`src/rtl/seg_pkg.sv`:
```
// rtl/seg_pkg.sv - shared constants and FSM encoding for the display front end
package seg_pkg;

    localparam int DIGITS = 8;
    localparam logic [26:0] BCD_MAX = 27'd99_999_999;
    localparam logic [3:0] BLANK_CODE_DEF = 4'hF;

    typedef enum logic {
        IDLE  = 1'b0,
        SHIFT = 1'b1
    } state_t;

endpackage

```
`src/rtl/bin2bcd_seq_if.sv`:
```
// rtl/bin2bcd_seq_if.sv - request/result bundle between producer and bin2bcd_seq
interface bin2bcd_seq_if #(
    parameter int WIDTH = 27
) ();

    logic             start;
    logic [WIDTH-1:0] bin;
    logic             busy;
    logic             done;
    logic             overflow;
    logic [3:0]       number0;
    logic [3:0]       number1;
    logic [3:0]       number2;
    logic [3:0]       number3;
    logic [3:0]       number4;
    logic [3:0]       number5;
    logic [3:0]       number6;
    logic [3:0]       number7;

    modport master (
        output start, bin,
        input  busy, done, overflow,
        input  number0, number1, number2, number3,
        input  number4, number5, number6, number7
    );

    modport slave (
        input  start, bin,
        output busy, done, overflow,
        output number0, number1, number2, number3,
        output number4, number5, number6, number7
    );

endinterface

```
`src/rtl/bcd_add3.sv`:
```
// rtl/bcd_add3.sv - double-dabble digit corrector: add 3 when digit >= 5
module bcd_add3 (
    input  logic [3:0] din,
    output logic [3:0] dout
);

    // A digit of 5..9 would become >= 10 after the shift, so pre-correct it.
    always_comb begin
        dout = din;
        if (din >= 4'd5) begin
            dout = din + 4'd3;
        end
    end

endmodule

```
`src/rtl/bin2bcd_seq.sv`:
```
// rtl/bin2bcd_seq.sv - sequential binary-to-BCD converter with registered digit outputs
module bin2bcd_seq
    import seg_pkg::*;
#(
    parameter int         WIDTH      = 27,
    parameter bit         LZ_BLANK   = 1'b0,
    parameter logic [3:0] BLANK_CODE = BLANK_CODE_DEF
) (
    input  logic          clk,
    input  logic          rst,
    bin2bcd_seq_if.slave  bus
);

    localparam int CW = (WIDTH > 1) ? $clog2(WIDTH) : 1;
    localparam int BW = 4 * DIGITS;
    localparam logic [CW-1:0] CNT_INIT = CW'(WIDTH - 1);

    state_t            state;
    state_t            state_nxt;
    logic              capture;
    logic              load;

    logic [WIDTH-1:0]  shreg;
    logic [BW-1:0]     bcd;
    logic [BW-1:0]     bcd_adj;
    logic [BW-1:0]     bcd_next;
    logic [CW-1:0]     cnt;
    logic              ovf_pend;
    logic [31:0]       bin_ext;
    logic              bin_over;
    logic              unused_top;

    logic [3:0]        fmt   [DIGITS];
    logic [3:0]        num_q [DIGITS];
    logic              done_q;
    logic              ovf_q;
    logic              nz_above;

    // Narrower inputs are zero-extended, so they can never exceed BCD_MAX.
    assign bin_ext  = 32'(bus.bin);
    assign bin_over = (bin_ext > 32'(BCD_MAX));

    genvar g;
    generate
        for (g = 0; g < DIGITS; g++) begin : g_add3
            bcd_add3 u_add3 (
                .din  (bcd[4*g +: 4]),
                .dout (bcd_adj[4*g +: 4])
            );
        end
    endgenerate

    // Only reachable for values above BCD_MAX, which are reported as overflow.
    assign unused_top = bcd_adj[BW-1];
    assign bcd_next   = {bcd_adj[BW-2:0], shreg[WIDTH-1]};

    // State register; rst aborts any conversion.
    always_ff @(posedge clk) begin
        if (rst) begin
            state <= IDLE;
        end else begin
            state <= state_nxt;
        end
    end

    // Next state plus the capture/load strobes for the datapath.
    always_comb begin
        state_nxt = state;
        capture   = 1'b0;
        load      = 1'b0;
        case (state)
            IDLE: begin
                if (bus.start) begin
                    state_nxt = SHIFT;
                    capture   = 1'b1;
                end
            end
            SHIFT: begin
                if (cnt == '0) begin
                    state_nxt = IDLE;
                    load      = 1'b1;
                end
            end
            default: state_nxt = IDLE;
        endcase
    end

    // Shift engine: capture the operand, then one add-3/shift step per clock.
    always_ff @(posedge clk) begin
        if (rst) begin
            shreg    <= '0;
            bcd      <= '0;
            cnt      <= '0;
            ovf_pend <= 1'b0;
        end else if (capture) begin
            shreg    <= bus.bin;
            bcd      <= '0;
            cnt      <= CNT_INIT;
            ovf_pend <= bin_over;
        end else if (state == SHIFT) begin
            shreg    <= shreg << 1;
            bcd      <= bcd_next;
            cnt      <= cnt - 1'b1;
        end
    end

    // Final digit formatting: saturate on overflow, else optional leading-zero blanking.
    always_comb begin
        nz_above = 1'b0;
        for (int i = 0; i < DIGITS; i++) begin
            fmt[i] = '0;
        end
        for (int i = DIGITS - 1; i >= 0; i--) begin
            if (ovf_pend) begin
                fmt[i] = 4'd9;
            end else if (LZ_BLANK && (i != 0) && !nz_above && (bcd_next[4*i +: 4] == 4'd0)) begin
                fmt[i] = BLANK_CODE;
            end else begin
                fmt[i] = bcd_next[4*i +: 4];
            end
            if (bcd_next[4*i +: 4] != 4'd0) begin
                nz_above = 1'b1;
            end
        end
    end

    // Output snapshot: digits and overflow change only on completion.
    always_ff @(posedge clk) begin
        if (rst) begin
            for (int i = 0; i < DIGITS; i++) begin
                num_q[i] <= '0;
            end
            done_q <= 1'b0;
            ovf_q  <= 1'b0;
        end else begin
            done_q <= load;
            if (load) begin
                for (int i = 0; i < DIGITS; i++) begin
                    num_q[i] <= fmt[i];
                end
                ovf_q <= ovf_pend;
            end
        end
    end

    assign bus.busy     = (state == SHIFT);
    assign bus.done     = done_q;
    assign bus.overflow = ovf_q;
    assign bus.number0  = num_q[0];
    assign bus.number1  = num_q[1];
    assign bus.number2  = num_q[2];
    assign bus.number3  = num_q[3];
    assign bus.number4  = num_q[4];
    assign bus.number5  = num_q[5];
    assign bus.number6  = num_q[6];
    assign bus.number7  = num_q[7];

endmodule
```
`src/flat_wrapper.sv`:
```
// flat-port wrapper written by rule: the top's interface ports become plain ports
module bin2bcd_seq_flat import seg_pkg::*;
#(
    parameter int         WIDTH      = 27,
    parameter bit         LZ_BLANK   = 1'b0,
    parameter logic [3:0] BLANK_CODE = BLANK_CODE_DEF
)
  (clk, rst, bus_start, bus_bin, bus_busy, bus_done, bus_overflow, bus_number0, bus_number1, bus_number2, bus_number3, bus_number4, bus_number5, bus_number6, bus_number7);
  bin2bcd_seq_if #(.WIDTH(WIDTH)) bus_i ();
  input  logic clk;
  input  logic rst;
  input wire logic [$bits(bus_i.start)-1:0] bus_start;
  input wire logic [$bits(bus_i.bin)-1:0] bus_bin;
  output wire logic [$bits(bus_i.busy)-1:0] bus_busy;
  output wire logic [$bits(bus_i.done)-1:0] bus_done;
  output wire logic [$bits(bus_i.overflow)-1:0] bus_overflow;
  output wire logic [$bits(bus_i.number0)-1:0] bus_number0;
  output wire logic [$bits(bus_i.number1)-1:0] bus_number1;
  output wire logic [$bits(bus_i.number2)-1:0] bus_number2;
  output wire logic [$bits(bus_i.number3)-1:0] bus_number3;
  output wire logic [$bits(bus_i.number4)-1:0] bus_number4;
  output wire logic [$bits(bus_i.number5)-1:0] bus_number5;
  output wire logic [$bits(bus_i.number6)-1:0] bus_number6;
  output wire logic [$bits(bus_i.number7)-1:0] bus_number7;
  assign bus_i.start = bus_start;
  assign bus_i.bin = bus_bin;
  assign bus_busy = bus_i.busy;
  assign bus_done = bus_i.done;
  assign bus_overflow = bus_i.overflow;
  assign bus_number0 = bus_i.number0;
  assign bus_number1 = bus_i.number1;
  assign bus_number2 = bus_i.number2;
  assign bus_number3 = bus_i.number3;
  assign bus_number4 = bus_i.number4;
  assign bus_number5 = bus_i.number5;
  assign bus_number6 = bus_i.number6;
  assign bus_number7 = bus_i.number7;
  bin2bcd_seq #(.WIDTH(WIDTH), .LZ_BLANK(LZ_BLANK), .BLANK_CODE(BLANK_CODE)) u_core (.clk(clk), .rst(rst), .bus(bus_i));
endmodule
```
`config.mk`:
```
export PLATFORM = sky130hd
export DESIGN_NAME = bin2bcd_seq_flat
export DESIGN_NICKNAME = d
export VERILOG_FILES = /design/src/rtl/seg_pkg.sv /design/src/rtl/bin2bcd_seq_if.sv /design/src/rtl/bcd_add3.sv /design/src/rtl/bin2bcd_seq.sv /design/src/flat_wrapper.sv
export SDC_FILE = /design/constraint.sdc
export NUM_CORES = 1
export LEC_CHECK = 0
export CORE_ASPECT_RATIO = 0.5
export CORE_UTILIZATION = 59
export CTS_CLUSTER_SIZE = 20
export DETAILED_ROUTE_END_ITERATION = 8
export GPL_ROUTABILITY_DRIVEN = 1
export PLACE_DENSITY_LB_ADDON = 0.25
export RECOVER_POWER = 50
export SYNTH_ARGS = -nofsm -noshare
export SYNTH_HDL_FRONTEND = slang
export SYNTH_SLANG_ARGS = --single-unit
```
`constraint.sdc`:
```
create_clock -name clk -period 3 [get_ports clk]
set_input_delay 0.75 -clock clk [delete_from_list [all_inputs] [get_ports clk]]
set_output_delay 0.75 -clock clk [all_outputs]
set_load 0.01 [all_outputs]
```
Yosys cells after proc, flatten, opt, wreduce, memory -nomap -nowiden
Memories as Yosys holds them, arrays and structs flattened.
Cells that the tools add are included.
{"block": "totals", "register_bits": 68, "ramBits": 32, "inputBits": 30, "output_inout_bits": 35, "elab_cells": 78, "memories": 1}
{"name": "u_core.num_q", "depth": 8, "width": 4, "read_ports": 8, "rd_clocked_by_memory_dff": 0, "wr": 8, "line": "bin2bcd_seq.sv:34", "rtl": "logic [3:0] num_q [DIGITS];"}
{"block": "op_classes", "addsub": 9, "n_lt_le_gt_ge": 9, "mux": 39, "n_bitwise": 9, "reduce_logical": 3}
{"operator": "2-to-1 mux 4 bit", "n": 23}
{"operator": "2-to-1 mux 27 bit", "n": 2}
{"operator": ">= comparator 4 x 3 -> 1 bit, second input constant", "n": 8}
{"operator": "adder 4 x 2 -> 4 bit, second input constant", "n": 7}
{"operator": "> comparator 27 bit, second input constant", "n": 1}
{"operator": "2-to-1 mux 1 bit", "n": 10}
{"operator": "2-to-1 mux 5 bit", "n": 2}
{"operator": "bitwise OR 1 bit", "n": 8}
{"operator": "zero test 5 bit", "n": 1}
{"operator": "subtractor 5 x 1 -> 5 bit, second input constant", "n": 1}
{"operator": "adder 3 x 2 -> 3 bit, second input constant", "n": 1}
{"operator": "2-to-1 mux 3 bit", "n": 1}
{"operator": "one-hot mux 1 bit (2 select lines)", "n": 1}
{"operator": "nonzero test 2 bit", "n": 1}
{"operator": "OR reduction 2 bit", "n": 1}
{"operator": "NOT 1 bit", "n": 1}

Depth between registers and ports, before layout
Gate-level depths: netlist of run 1.
{"block": "depth", "ltp_word": 7, "depth_mapped": 7, "depth_no_buf": 6}

Cells and area by module
From an unflattened synthesis of run 1, not the netlist that was laid out.
{"block": "hier_totals", "hier_cells": 505, "hier_area_um2": 4789.6}
{"mod": "bin2bcd_seq", "instances": 1, "cells_each": 377, "area_per_inst_um2": 3978.8, "seq_area_each_um2": 2322.2}
{"mod": "bcd_add3", "instances": 8, "cells_each": 16, "area_per_inst_um2": 101.3, "seq_area_each_um2": 0.0}

Least setup slack after synthesis of run 1
OpenSTA, ideal clock, no wires.
{"block": "synth_path", "kind": "input port to flip-flop", "from": "input rst", "to": "memory u_core.num_q[0][0], enable pin", "setup_time_ps": 390, "t_arrival_ps": 1731, "t_required_ps": 2610, "path_slack_ps": 878, "stages": 2, "n_path_buf": 1, "cell_sequence": "clkbuf_1 -> or2b_1"}
{"element": "start: declaration", "line": "flat_wrapper.sv:11", "rtl": "input logic rst;"}
{"element": "end: declaration", "line": "bin2bcd_seq.sv:34"}

==> results of run 1 <==
## through the flow
| stage | area [um2] | hold WS, ns | worst slack [ns] | power (W) | instances |
|---|---|---|---|---|---|
| floorplan | 4860 | 0.458 | 0.878 | 0.00183 | 533 |
| global placement | 5520 | 0.472 | 0.722 | 0.00198 | 673 |
| detailed placement | 5520 | 0.480 | 0.687 | 0.00199 | 673 |
| CTS | 5840 | 0.497 | 0.782 | 0.00320 | 689 |
| global route | 5800 | 0.532 | 0.504 | 0.00330 | 689 |
| finish | 5800 | 0.494 | 0.588 | 0.00319 | 689 |
## where the power goes
group | internal, W | switching, W
logic | 0.000202 | 0.000232
registers | 0.00147 | 0.0000561
clock network | 0.000726 | 0.000501
## critical path, delay by kind of cell
kind | cells | cell delay (ns)
buffers and inverters | 2 | 1.18
and+or+nand+nor | 1 | 0.46
AOI/OAI and AO/OA | 1 | 0.09
## cells by family after synthesis
logic type,count (synthesis),synth area share [%]
AND/OR/NAND/NOR,182,17.5
AO/OA/AOI/OAI,134,17.0
flip-flops,100,47.8
buffers and inverters,59,5.18
multiplexers,29,5.98
adder cells (fa/ha/maj),17,4.38
XOR/XNOR,12,2.16
## per-layer routing
metal	vias to the layer above	part of all wire [%]
met4	0	1.3
met2	114	48
met5	-	0
met1	1861	46
met3	12	4.5
li1	1946	-
## worst max path at each step
stage	startpoint	endpoint	slack, ns
finish	rst	u_core.num_q[0][8]	0.59
global route	rst	u_core.num_q[0][16]	0.50
CTS	u_core.bus.busy	bus_busy	0.78
detailed placement	rst	u_core.num_q[0][22]	0.69
global placement	rst	u_core.num_q[0][18]	0.72
floorplan	rst	u_core.num_q[0][0]	0.88
## layout make-up
type	count	area, um2
flip-flops and latches	100	2330
inverters	20	75.1
clock inverters	7	91.3
multi-input cells	374	2250
repair buffers	71	691
well taps	108	135
clock buffers	9	225
fillers	584	1860
## state kept, by name (all words and copies together), names as in the netlist
register and cells:
u_core.bus.overflow 1, u_core.bus.done 1, u_core.cnt 5, u_core.bus.busy 1, u_core.num_q 32, u_core.ovf_pend 1, u_core.bcd 32, u_core.shreg 27
## layout by cell type (no fill, tap or decap), drive strengths merged, types with 8 or more instances in the layout
cell type	Yosys	layout
nand2	25	25
o21ai	16	16
clkdlybuf4s50	0	62
clkbuf	16	12
a211oi	24	24
inv	20	20
nor2	90	90
nor3	14	14
nand2b	17	17
o22ai	8	8
ha	17	17
nor2b	16	16
dfxtp	68	68
mux2i	29	29
nand3	8	8
edfxtp	32	32
xnor2	11	11
a2111oi	10	10
a21oi	73	73
==> results.md, run 1 <==
- Worst hold stages: 2
- Sequence of cells on the critical path: dlygate4sd3_1 -> clkbuf_1 -> or2_2 -> a21oi_1
- Synth area leaders: dfxtp_1, edfxtp_1, a21oi_1
- Worst-Skew Late Latency: between 0.3 and 0.4 ns
- Vias: ~3900
- Top post-synthesis cells by count: nor2_1, a21oi_1, dfxtp_1, edfxtp_1, mux2i_1
- Starting DRT DRC Count: 312
- Setup violations, final: 0
- Mapped Area: roughly 4900 um2
- Routed wire length: between 10 and 15 mm
- H-tree depth: 3
- Worst-Margin Slew: 1.12 ns
- Routability Congestion: 0.816
- Met3 usage: 5.99%
- Drt via density: about 5.7
- Outcome: finished clean
- CP endpoint kind: flop
- Static Leak: a little over 2 nW
- Seq/Total Area, Yosys: between 40% and 50%
- First-pass GRT wire length: 17.4 mm
- HP Class: reg2reg
- Die extent in y: 66.2 um
- Finished Core Util: around 76%
- Post-synth ARST share: 0%
- Worst EP arrival: around 2.5 ns
- Core ar.: between 7000 and 8000 um2
- Ys flop type: dfxtp_1
- Wire per inst: approximately 15 um
- Die area: between 8000 and 9000 um2
- Synth top area share: approximately 28%
- Synth cell types: 38
- FF-to-FF End: u_core.num_q[0][28]
- Setup TNS: 0 ns
- Post-Synthesis Cells: between 500 and 600
- Most common cell in the netlist: nor2_1
- DRC: 0
- Fin crit period: between 2 and 2.5 ns
- Area leader, netlist: dfxtp_1
- R2R cell count: 6
- Clk slew on worst S/H paths: 0.07 ns
- F_max: between 400 and 500 MHz
- All-layer global routing usage: between 20% and 30%
- Pwr Density: between 500 and 600 nW/um2
- Yosys Warn Count: 0
- Antenna diodes: 0
- P&R area growth vs syn: 19.3%
- Peak supply drop: a little over 0.3 mV
- CTS Hold Bufs: 0
- CP peak stage delay: between 0.6 and 0.7 ns
- Met2 GRT Util: a little under half
- Syn Area/Cell: just over 9 um2
- Die Width: about 130 um
- Hold EP: u_core.shreg[5]
- Drt first pass iters: 5
- Io pins: 65
- IO buf count: 64
- Clock sink count: 100
- FF-to-FF Start: u_core.cnt[0]
- R2R setup slack: 0.87 ns
- Slowest-stage cell, CP: dlygate4sd3_1
- Initial Util: 63.5%
- DP Wirelength: between 6 and 7 mm
- Syn Nets: just under 600
- Max_slew headroom: 25.1%
- Post-synth EDFFs: 32
- Grt peak-use layer: met2
- RSZ-0062 raised after global routing: false
- Post-route ant nets: 0
- Row Count: 22
- CP max FO: 16
- Final Cycle Share: 80.4%
- Fin. Hold Viols: 0
- Hold Crit Start: u_core.shreg[4]
- CTS tree: built
- CTS Buf Count: 9
- CP Class: in2reg
- Fin nets: around 620
- Grt met1 use: 34.0%
- Startpoint Class: primary input
- Layout cells sized above 1: roughly 5.0%
- Max Cap Viol: 0
- Pins Over Slew Limit: 0
- Post-CTS Setup Repair Bufs: 0
- Critical path data required time: roughly 3.1 ns
- Post-Route Skew: between 0.004 and 0.005 ns
- Grt ovf: 0
- Initial antenna violation count: 0
- Clock tree buffer depth: 2
- Clock tree root driver cell: clkbuf_16
- Largest net degree at the start of global routing: between 50 and 60
- CTS resizes: 0
- #FFs+latches synth: 100
- Vias in the first global route: 3698
No activity file was read; power rests on OpenSTA's default activity.
==> run 2: changes to the inputs <==
--- a/config.mk
+++ b/config.mk
@@ -6,7 +6,7 @@
 export NUM_CORES = 1
 export LEC_CHECK = 0
 export CORE_ASPECT_RATIO = 0.5
-export CORE_UTILIZATION = 59
+export CORE_UTILIZATION = 55
 export CTS_CLUSTER_SIZE = 20
 export DETAILED_ROUTE_END_ITERATION = 8
 export GPL_ROUTABILITY_DRIVEN = 1
==> constraint.sdc (replaced) <==
create_clock -name clk -period 2.45 [get_ports clk]
set_input_delay 0.6125 -clock clk [delete_from_list [all_inputs] [get_ports clk]]
set_output_delay 0.6125 -clock clk [all_outputs]
set_load 0.01 [all_outputs]
==> results.md, run 2 (synthesis results as in run 1) <==
- CP endpoint kind: primary output
- Post-route ant nets: 0 (unchanged)
- DRC: 0 (unchanged)
- DP Wirelength: 6.57 mm (-0.30%)
- Commonest non-fill, non-tap cells in the layout: nor2_1, a21oi_1, dfxtp_1
- Clk slew on worst S/H paths: 0.06 ns (about the same)
- Startpoint Class: flop
- Commonest non-fill, non-tap cell in the layout: nor2_1
- Final Cycle Share: between 80 and 90%
- HP Class: reg2reg
- CP max FO: 35 (+19)
- Drt first pass iters: 5 (unchanged)
- Fin crit period: 2.14 ns
- Pwr Density: 654 nW/um2 (+19%)
- Largest net degree at the start of global routing: 55 (-5.2%)
- Clock tree root driver cell: clkbuf_16
- Critical path data required time: 1.84 ns (-1.24 ns)
- Clock tree buffer depth: 2 (unchanged)
- Routability Congestion: 0.798 (-2.1%)
- Grt ovf: 0 (unchanged)
- Die Width: 135 um (+3.5%)
- F_max: about 470 MHz
- Max_slew headroom: 61.5% (+36 points)
- Clock sink count: 100 (unchanged)
- Initial Util: 58.6% (-4.9 points)
- Io pins: 65 (unchanged)
- Routed wire length: 9.72 mm (-5.7%)
- CTS tree: built
- Setup Slack @ Placement: 0.365 ns (-0.322 ns)
- Pins Over Slew Limit: 0 (unchanged)
- Layout cells sized above 1: 5.48% (+0.49 points)
- Max Cap Viol: 0 (unchanged)
- Crit path from: u_core.bus.busy
- Antenna diodes: 0 (unchanged)
- Worst hold stages: 2 (unchanged)
- CTS Hold Bufs: 0 (unchanged)
- Setup WS post-layout: 0.312 ns (-0.276 ns)
- Row Count: 23 (+4.5%)
- Die area: 9230 um2 (+7.1%)
- Outcome: finished clean
- FF-to-FF End: u_core.num_q[0][18]
- Worst setup path endpoint: bus_busy
- Total power: 0.00382 W (+20%)
- Fin. Hold Viols: 0 (unchanged)
- RSZ-0062 raised after global routing: false
- Setup TNS: 0 ns (unchanged)
- Initial antenna violation count: 1 (+1)
- Placed instance area: 5570 um2 (+0.95%)
- Family with the most delay on the worst path: buffers and inverters
- Post-Route Skew: 0.00579 ns (+0.00166 ns)
- Fin nets: 626 (+0.48%)
- IO buf count: 64 (unchanged)
- Vias: 3806 (-3.2%)
- Wire per inst: 14.0 um (-6.7%)
- Slowest-stage cell, CP: clkdlybuf4s50_1
- Core ar.: 8290 um2 (+8.3%)
- P&R area growth vs syn: 20.4%
- H-tree depth: 3 (unchanged)
- All-layer global routing usage: 23.1% (-3.4 points)
- Starting DRT DRC Count: 245 (-21%)
- FF-to-FF Start: u_core.cnt[0]
- Die extent in y: 68.5 um (+3.5%)
- CP Class: reg2out
- CP peak stage delay: 0.61 ns (about the same)
- R2R setup slack: 0.33 ns (-0.54 ns)
- Worst path bufs/invs: 1 (-1)
- CP Depth: 1 (-3)
- Sequence of cells on the critical path: clkdlybuf4s50_1
- Peak supply drop: 0.402 mV (+31%)
- Worst EP arrival: 1.53 ns (-0.96 ns)
- R2R cell count: 6 (unchanged)
- Worst-Skew Late Latency: 0.34 ns (about the same)
- CTS resizes: 0 (unchanged)
- Worst-Margin Slew: 0.578 ns (-0.545 ns)
- First-pass GRT wire length: 16.1 mm (-7.2%)
- Post-CTS Setup Repair Bufs: 0 (unchanged)
- Vias in the first global route: 3318 (-10%)
- Design Area, Final: 5850 um2 (+0.86%)
- Static Leak: 2.12 nW (+2.3%)
- Setup violations, final: 0 (unchanged)
- Biggest regs: u_core.bcd x32, u_core.num_q x32, u_core.shreg x27
- CTS Buf Count: 9 (unchanged)
- Drt via density: 5.47 (-4.2%)
-- run 2: cell count changes in the layout (fill, tap and decap cells not counted), sizes merged --
cell,before,now
bufinv,2,0
dlygate4sd3,1,9
clkinvlp,3,0
inv,20,21
clkbuf,12,16
buf,5,9
clkinv,2,1
clkdlybuf4s50,62,54
-- run 2: per-stage QoR --
step	utilization (%)	std cells	hold slack [ns]
final	70.5	696	0.492
after CTS	71.0	696	0.497
after global routing	70.5	696	0.522
after detailed placement	67.2	680	0.477
after global placement	67.2	680	0.472
after floorplan	-	533	0.458
-- run 2: cell type report --
type                            instances  area [um2]
Fill cell                             632        2440
Sequential cell                       100        2330
Multi-Input combinational cell        374        2260
Timing Repair Buffer                   74         742
Clock buffer                           14         297
Tap cell                              112         140
Inverter                               20        75.1
Clock inverter                          2        11.3
-- run 2: worst min-delay path, cell delays in order, from the launching register on --
cell and delay [ns]:
dfxtp_1 0.33, a21oi_1 0.06, nor2_1 0.07
-- run 2: how the worst min path moves through the flow --
stage / from / to / slack (ns)
detailed placement: u_core.shreg[18] / u_core.shreg[19] / 0.48
CTS: u_core.shreg[13] / u_core.shreg[14] / 0.50
global route: u_core.shreg[13] / u_core.shreg[14] / 0.52
floorplan: u_core.shreg[9] / u_core.shreg[10] / 0.46
global placement: u_core.shreg[23] / u_core.shreg[24] / 0.47
finish: u_core.shreg[13] / u_core.shreg[14] / 0.49
-- run 2: report_power, final --
part / internal, W / total [W] / switching [W] / leakage, nW
logic: 0.000255 / 0.000533 / 0.000278 / 1.08
clock network: 0.000840 / 0.00142 / 0.000584 / 0.153
registers: 0.00180 / 0.00187 / 0.0000666 / 0.889
total: 0.00290 / 0.00382 / 0.000928 / 2.12
-- run 2: per-layer routing --
layer	share of wire [%]	GRT usage [%]	vias to the layer above	wire, um
met1	49	30.1	1746	4790
met3	4.4	5.63	16	425
met5	0.10	0	-	10
met2	45	37.7	92	4350
met4	1.5	8.71	2	150
li1	-	-	1950	-
==> run 3: changes to the inputs <==
--- a/config.mk
+++ b/config.mk
@@ -6,12 +6,14 @@
 export NUM_CORES = 1
 export LEC_CHECK = 0
 export CORE_ASPECT_RATIO = 0.5
+export CORE_MARGIN = 2
 export CORE_UTILIZATION = 55
 export CTS_CLUSTER_SIZE = 20
 export DETAILED_ROUTE_END_ITERATION = 8
 export GPL_ROUTABILITY_DRIVEN = 1
 export PLACE_DENSITY_LB_ADDON = 0.25
 export RECOVER_POWER = 50
+export SKIP_LAST_GASP = 1
 export SYNTH_ARGS = -nofsm -noshare
 export SYNTH_HDL_FRONTEND = slang
 export SYNTH_SLANG_ARGS = --single-unit
==> results.md, run 3 (synthesis results as in run 1) <==
- Outcome: finished clean
- Core ar.: 8650 um2 (+4.3%)
- DP Wirelength: 6.47 mm (-1.6%)
- R2R setup slack: 0.47 ns (+0.14 ns)
- Die extent in y: 70.5 um (+2.9%)
- Fin crit period: 2.07 ns (-0.0688 ns)
- Grt peak-use layer: met2
- Worst-Skew Late Latency: 0.34 ns (about the same)
- Worst-Margin Slew: 0.964 ns (+0.386 ns)
- Fillers: 726 (+15%)
- IO buf count: 64 (unchanged)
- Commonest non-fill, non-tap cell in the layout: nor2_1
- Post-route ant nets: 0 (unchanged)
- Static Leak: 2.09 nW (-1.5%)
- Io pins: 65 (unchanged)
- CTS tree: built
- CP endpoint kind: flop
- Hold slack: 0.488 ns (-0.00440 ns)
- P&R area growth vs syn: 19.3%
- CP Class: in2reg
- Drt via density: 5.59 (+2.2%)
- First-pass GRT wire length: 16.1 mm (unchanged)
- Clock sink count: 100 (unchanged)
- Post-Route Skew: 0.00382 ns (-0.00197 ns)
- Startpoint Class: primary input
- Row Count: 24 (+4.3%)
- Commonest non-fill, non-tap cells in the layout: nor2_1, a21oi_1, dfxtp_1
- Routability Congestion: 0.818 (+2.5%)
- Worst hold stages: 2 (unchanged)
- Drt first pass iters: 6 (+1)
- FF-to-FF Start: u_core.cnt[0]
- Peak supply drop: 0.385 mV (-4.2%)
- Largest net degree at the start of global routing: 47 (-15%)
- Starting DRT DRC Count: 267 (+9.0%)
- Vias in the first global route: 3477 (+4.8%)
- Fin. Hold Viols: 0 (unchanged)
- Layout cells sized above 1: 5.15% (-0.32 points)
- CTS Buf Count: 9 (unchanged)
- Hold EP: u_core.shreg[24]
- Grt ovf: 0 (unchanged)
- Die area: 9640 um2 (+4.4%)
- FF-to-FF End: u_core.num_q[0][8]
- Met3 usage: 6.25% (+0.62 points)
- Pins Over Slew Limit: 0 (unchanged)
- All-layer global routing usage: 21.4% (-1.6 points)
- Clock tree buffer depth: 2 (unchanged)
- F_max: 483 MHz (+3.3%)
- Grt met1 use: 27.9% (-2.2 points)
- CTS Hold Bufs: 0 (unchanged)
- Initial Util: 56.2% (-2.4 points)
- RSZ-0062 raised after global routing: false
- Clk slew on worst S/H paths: 0.06 ns (about the same)
- Setup violations, final: 0 (unchanged)
- Biggest regs: u_core.bcd x32, u_core.num_q x32, u_core.shreg x27
- HP Class: reg2reg
- Post-CTS Setup Repair Bufs: 0 (unchanged)
- CTS resizes: 0 (unchanged)
- Met2 GRT Util: 34.3% (-3.4 points)
- Initial antenna violation count: 0 (-1)
- H-tree depth: 3 (unchanged)
- R2R cell count: 6 (unchanged)
- Hold Crit Start: u_core.shreg[23]
- Antenna diodes: 0 (unchanged)
- Vias: 3906 (+2.6%)
- Max_slew headroom: 35.7% (-26 points)
- DRC: 0 (unchanged)
- Final Cycle Share: 84.4% (-2.8 points)
- Pwr Density: 638 nW/um2 (-2.5%)
- Critical path data required time: 2.65 ns (+0.81 ns)
- Worst EP arrival: 2.26 ns (+0.73 ns)
- Fin nets: 624 (-0.32%)
- Clock tree root driver cell: clkbuf_16
- Max Cap Viol: 0 (unchanged)
- CP max FO: 34 (-2.9%)
- Setup TNS: 0 ns (unchanged)
- Routed wire length: 9.83 mm (+1.1%)
- Wire per inst: 14.1 um (+0.66%)
- Die Width: 137 um (+1.5%)
[run 3: changes by cell type in the layout (fill, tap and decap cells not counted), moves of 2 or more]
cell | previous run | this run
clkdlybuf4s50_1 | 54 | 52
clkbuf_1 | 3 | 5
dlygate4sd3_1 | 9 | 11
clkbuf_16 | 11 | 9
[run 3: worst max path at each step]
stage	from	end	slack (ns)	cells after the start
3_5_place_dp	rst	u_core.bcd[6]	0.20	4
6_report	rst	u_core.bcd[22]	0.38	4
5_1_grt	rst	u_core.bcd[22]	0.29	4
3_3_place_gp	rst	u_core.bcd[6]	0.31	4
4_1_cts	rst	u_core.bcd[22]	0.47	4
2_1_floorplan	u_core.cnt[0]	u_core.num_q[0][0]	0.39	5
[run 3: critical path, cell delays in order]
cell	delay (ns)
dlygate4sd3_1	0.66
or2_1	0.26
buf_4	0.25
a2111oi_0	0.48
[run 3: metal layers]
metal	vias up	part of all wire, %
met5	-	0
met4	0	1.6
met3	16	5.0
met2	122	45
met1	1819	48
li1	1949	-
[run 3: area by class of cell]
class / instances / area [um2] / share of cell area (%)
Inverter: 20 / 75.1 / 1.30
Clock inverter: 2 / 10.0 / 0.173
Timing Repair Buffer: 72 / 717 / 12.4
Sequential cell: 100 / 2330 / 40.1
Tap cell: 117 / 146 / 2.53
Multi-Input combinational cell: 374 / 2270 / 39.1
Clock buffer: 14 / 254 / 4.38
[run 3: metrics by stage]
| step | area, um2 | total power [W] | instances | util (%) | worst slack [ns] |
|---|---|---|---|---|---|
| floorplan | 4860 | 0.00224 | 533 | - | 0.392 |
| global placement | 5550 | 0.00243 | 683 | 64.2 | 0.314 |
| detailed placement | 5550 | 0.00244 | 683 | 64.2 | 0.196 |
| CTS | 5820 | 0.00373 | 699 | 67.2 | 0.468 |
| global route | 5790 | 0.00385 | 699 | 67.0 | 0.291 |
| finish | 5790 | 0.00370 | 699 | 67.0 | 0.381 |
[run 3: where the power goes]
part	internal (W)	leakage [nW]	switching [W]	total, W
Combinational	0.000251	1.07	0.000292	0.000542
Clock	0.000715	0.131	0.000584	0.00130
Sequential	0.00180	0.889	0.0000533	0.00185
Total	0.00277	2.09	0.000929	0.00370
==> RTL edit, RTL diff (config.mk and constraints of run 3) <==
`LZ_BLANK` is set to 1'b0 in 2 places; all go to 1'b1.
--- a/src/rtl/bin2bcd_seq.sv
+++ b/src/rtl/bin2bcd_seq.sv
@@ -3,7 +3,7 @@
     import seg_pkg::*;
 #(
     parameter int         WIDTH      = 27,
-    parameter bit         LZ_BLANK   = 1'b0,
+    parameter bit         LZ_BLANK   = 1'b1,
     parameter logic [3:0] BLANK_CODE = BLANK_CODE_DEF
 ) (
     input  logic          clk,
--- a/src/flat_wrapper.sv
+++ b/src/flat_wrapper.sv
@@ -2,7 +2,7 @@
 module bin2bcd_seq_flat import seg_pkg::*;
 #(
     parameter int         WIDTH      = 27,
-    parameter bit         LZ_BLANK   = 1'b0,
+    parameter bit         LZ_BLANK   = 1'b1,
     parameter logic [3:0] BLANK_CODE = BLANK_CODE_DEF
 )
   (clk, rst, bus_start, bus_bin, bus_busy, bus_done, bus_overflow, bus_number0, bus_number1, bus_number2, bus_number3, bus_number4, bus_number5, bus_number6, bus_number7);
Formal check against the unedited RTL: same outputs for any inputs over 10 cycles, from zero or initial values and one cycle with rst high; that may be too few to reach the edited logic, so the function may still have changed.
==> RTL edit against run 3 <==
Area after synthesis rose by 3.5%. Non-clock buffer count grew 12. Combinational power is 23% higher. Sequential cell count unchanged. Wire length rose by 9.3%. First-iteration DRC count is 1.5% lower. Largest power group unchanged. Total power increased by 9.5%. Worst setup slack worse by 0.30 ns. Design area is 8.5% higher.
==> RTL edit: results <==
[worst_setup_path]
crit_slowest_cell = or4_4
slowest_delay_ns = 0.45
arrival_ns = 2.55
worstPathMaxFanout = 4

[clock_network]
clkTransAtPathRegs_ns = 0.07
htreeDepth = 3
numCtsBuffers = 9
cts_buffer_depth = 2

[power]
ir_worst_vdd_mv = 0.3625
p_leak_nw = 2.392

[hold_path]
worst_hold_path_type = reg2reg

[sta]
fin_skew_ns = 0.006037
tightest_slew_ns = 0.9089

[yosys]
yosysSeqAreaShare = 0.4620
synth_area_leaders = dfxtp_1, edfxtp_1, mux2i_1
yosys-top-cells-count = nor2_1, dfxtp_1, a21oi_1
synth-edff-count = 32
synthFlopType = dfxtp_1
synthDistinctLibCells = 55
synthArstFlopShare = 0
syn-num-nets = 593
yosys_warnings = 0

[global_routing]
grt_pass1_wl_mm = 17.73
grt_max_degree = 86
grt_pass1_vias = 3825
gr-usage-all-layers = 0.2195

[route]
dr.pass1.iters = 5
drtIter0Drc = 263
vias = 4104
drt-total-wl_mm = 10.73

[finish]
drive_gt1_frac = 0.1311
antennaDiodeCount = 0
nets = 661
largestRegisters = u_core.bcd (32), u_core.num_q (32), u_core.shreg (27)

[placement]
hpwlAfterDp_mm = 7.132
gp_congestion = 0.8825
dpl_cell_area_um2 = 5872

[status]
status = finished clean
-- RTL edit: cell types whose count changed in the layout (fill, tap and decap cells not counted), moves of 5 or more --
cell       delta
mux2i_1      +11
buf_4         +8
dfxtp_1       -8
dfxtp_2       +6
a2111oi_0     -8
nor3_1        -5
a31oi_1      +13
nor3b_1       +8
a211oi_1      -8
a21oi_1       -9
o22ai_1       -7
nand2b_1     -12
-- RTL edit: logic make-up after synthesis --
group | share of synthesized area
and+or+nand+nor | 0.1904
AOI/OAI and AO/OA | 0.1553
DFF | 0.4620
buffers and inverters | 0.03809
muxes | 0.08837
adders and majority gates | 0.04481
xor gates and xnor gates | 0.02091
-- RTL edit: final timing paths --
path / from / endpoint / slack (ns) / cells after the start
setup / recovery: u_core.bcd[13]$_SDFFE_PP0P_ / u_core.num_q[0][5]$_SDFFCE_PP0P_ / 0.08 / 9
hold / removal: u_core.bcd[31]$_SDFFE_PP0P_ / u_core.bcd[31]$_SDFFE_PP0P_ / 0.48 / 2
setup reg to reg: u_core.bcd[13]$_SDFFE_PP0P_ / u_core.num_q[0][5]$_SDFFCE_PP0P_ / 0.08 / 9
hold reg to reg: u_core.bcd[31]$_SDFFE_PP0P_ / u_core.bcd[31]$_SDFFE_PP0P_ / 0.48 / 2
-- RTL edit: layout make-up --
class                      instances  area, um^2
clock buffer                       9       225.2
clock inverter                     7       91.34
fill                             664        2514
inverter                          24       97.59
multi-input combinational        394        2600
sequential                       100        2341
tap                              117       146.4
timing repair buffer              84       783.3
-- RTL edit: critical path: cells and delay by family, from the launching register on --
kind	cells	cell delay [ns]
AOI/OAI and AO/OA	1	0.16
adders and majority gates	1	0.16
buffers and inverters	1	0.05
DFF	1	0.36
and+or+nand+nor	6	1.47
-- RTL edit: timing repair --
action	in CTS	in global routing
endpoints found under the setup margin	3	10
hold endpoints to repair	0	0
setup buffers	0	3
resized for setup	3	30
pin swaps	0	8
-- RTL edit: metrics by stage --
stage | cells | setup WS [ns] | hold WS [ns]
2_1_floorplan | 545 | 0.09771 | 0.4403
3_3_place_gp | 716 | 0.09321 | 0.4585
3_5_place_dp | 716 | 0.04940 | 0.4680
4_1_cts | 732 | 0.02375 | 0.4765
5_1_grt | 735 | -0.04312 | 0.4992
6_report | 735 | 0.08039 | 0.4766
-- RTL edit: per-layer routing --
layer | up-vias | track usage | share of wire
met4 | 0 | 0.06173 | 0.013
li1 | 2071 | - | -
met5 | - | 0 | 0
met1 | 1906 | 0.2932 | 0.47
met2 | 106 | 0.3645 | 0.46
met3 | 21 | 0.05214 | 0.056
-- RTL edit: report_power, final --
part / switching [W] / total [W] / internal (W)
sequential: 0.0000668 / 0.00188 / 0.00182
combinational: 0.000346 / 0.000668 / 0.000322
clock: 0.000605 / 0.00150 / 0.000891
total: 0.00102 / 0.00405 / 0.00303
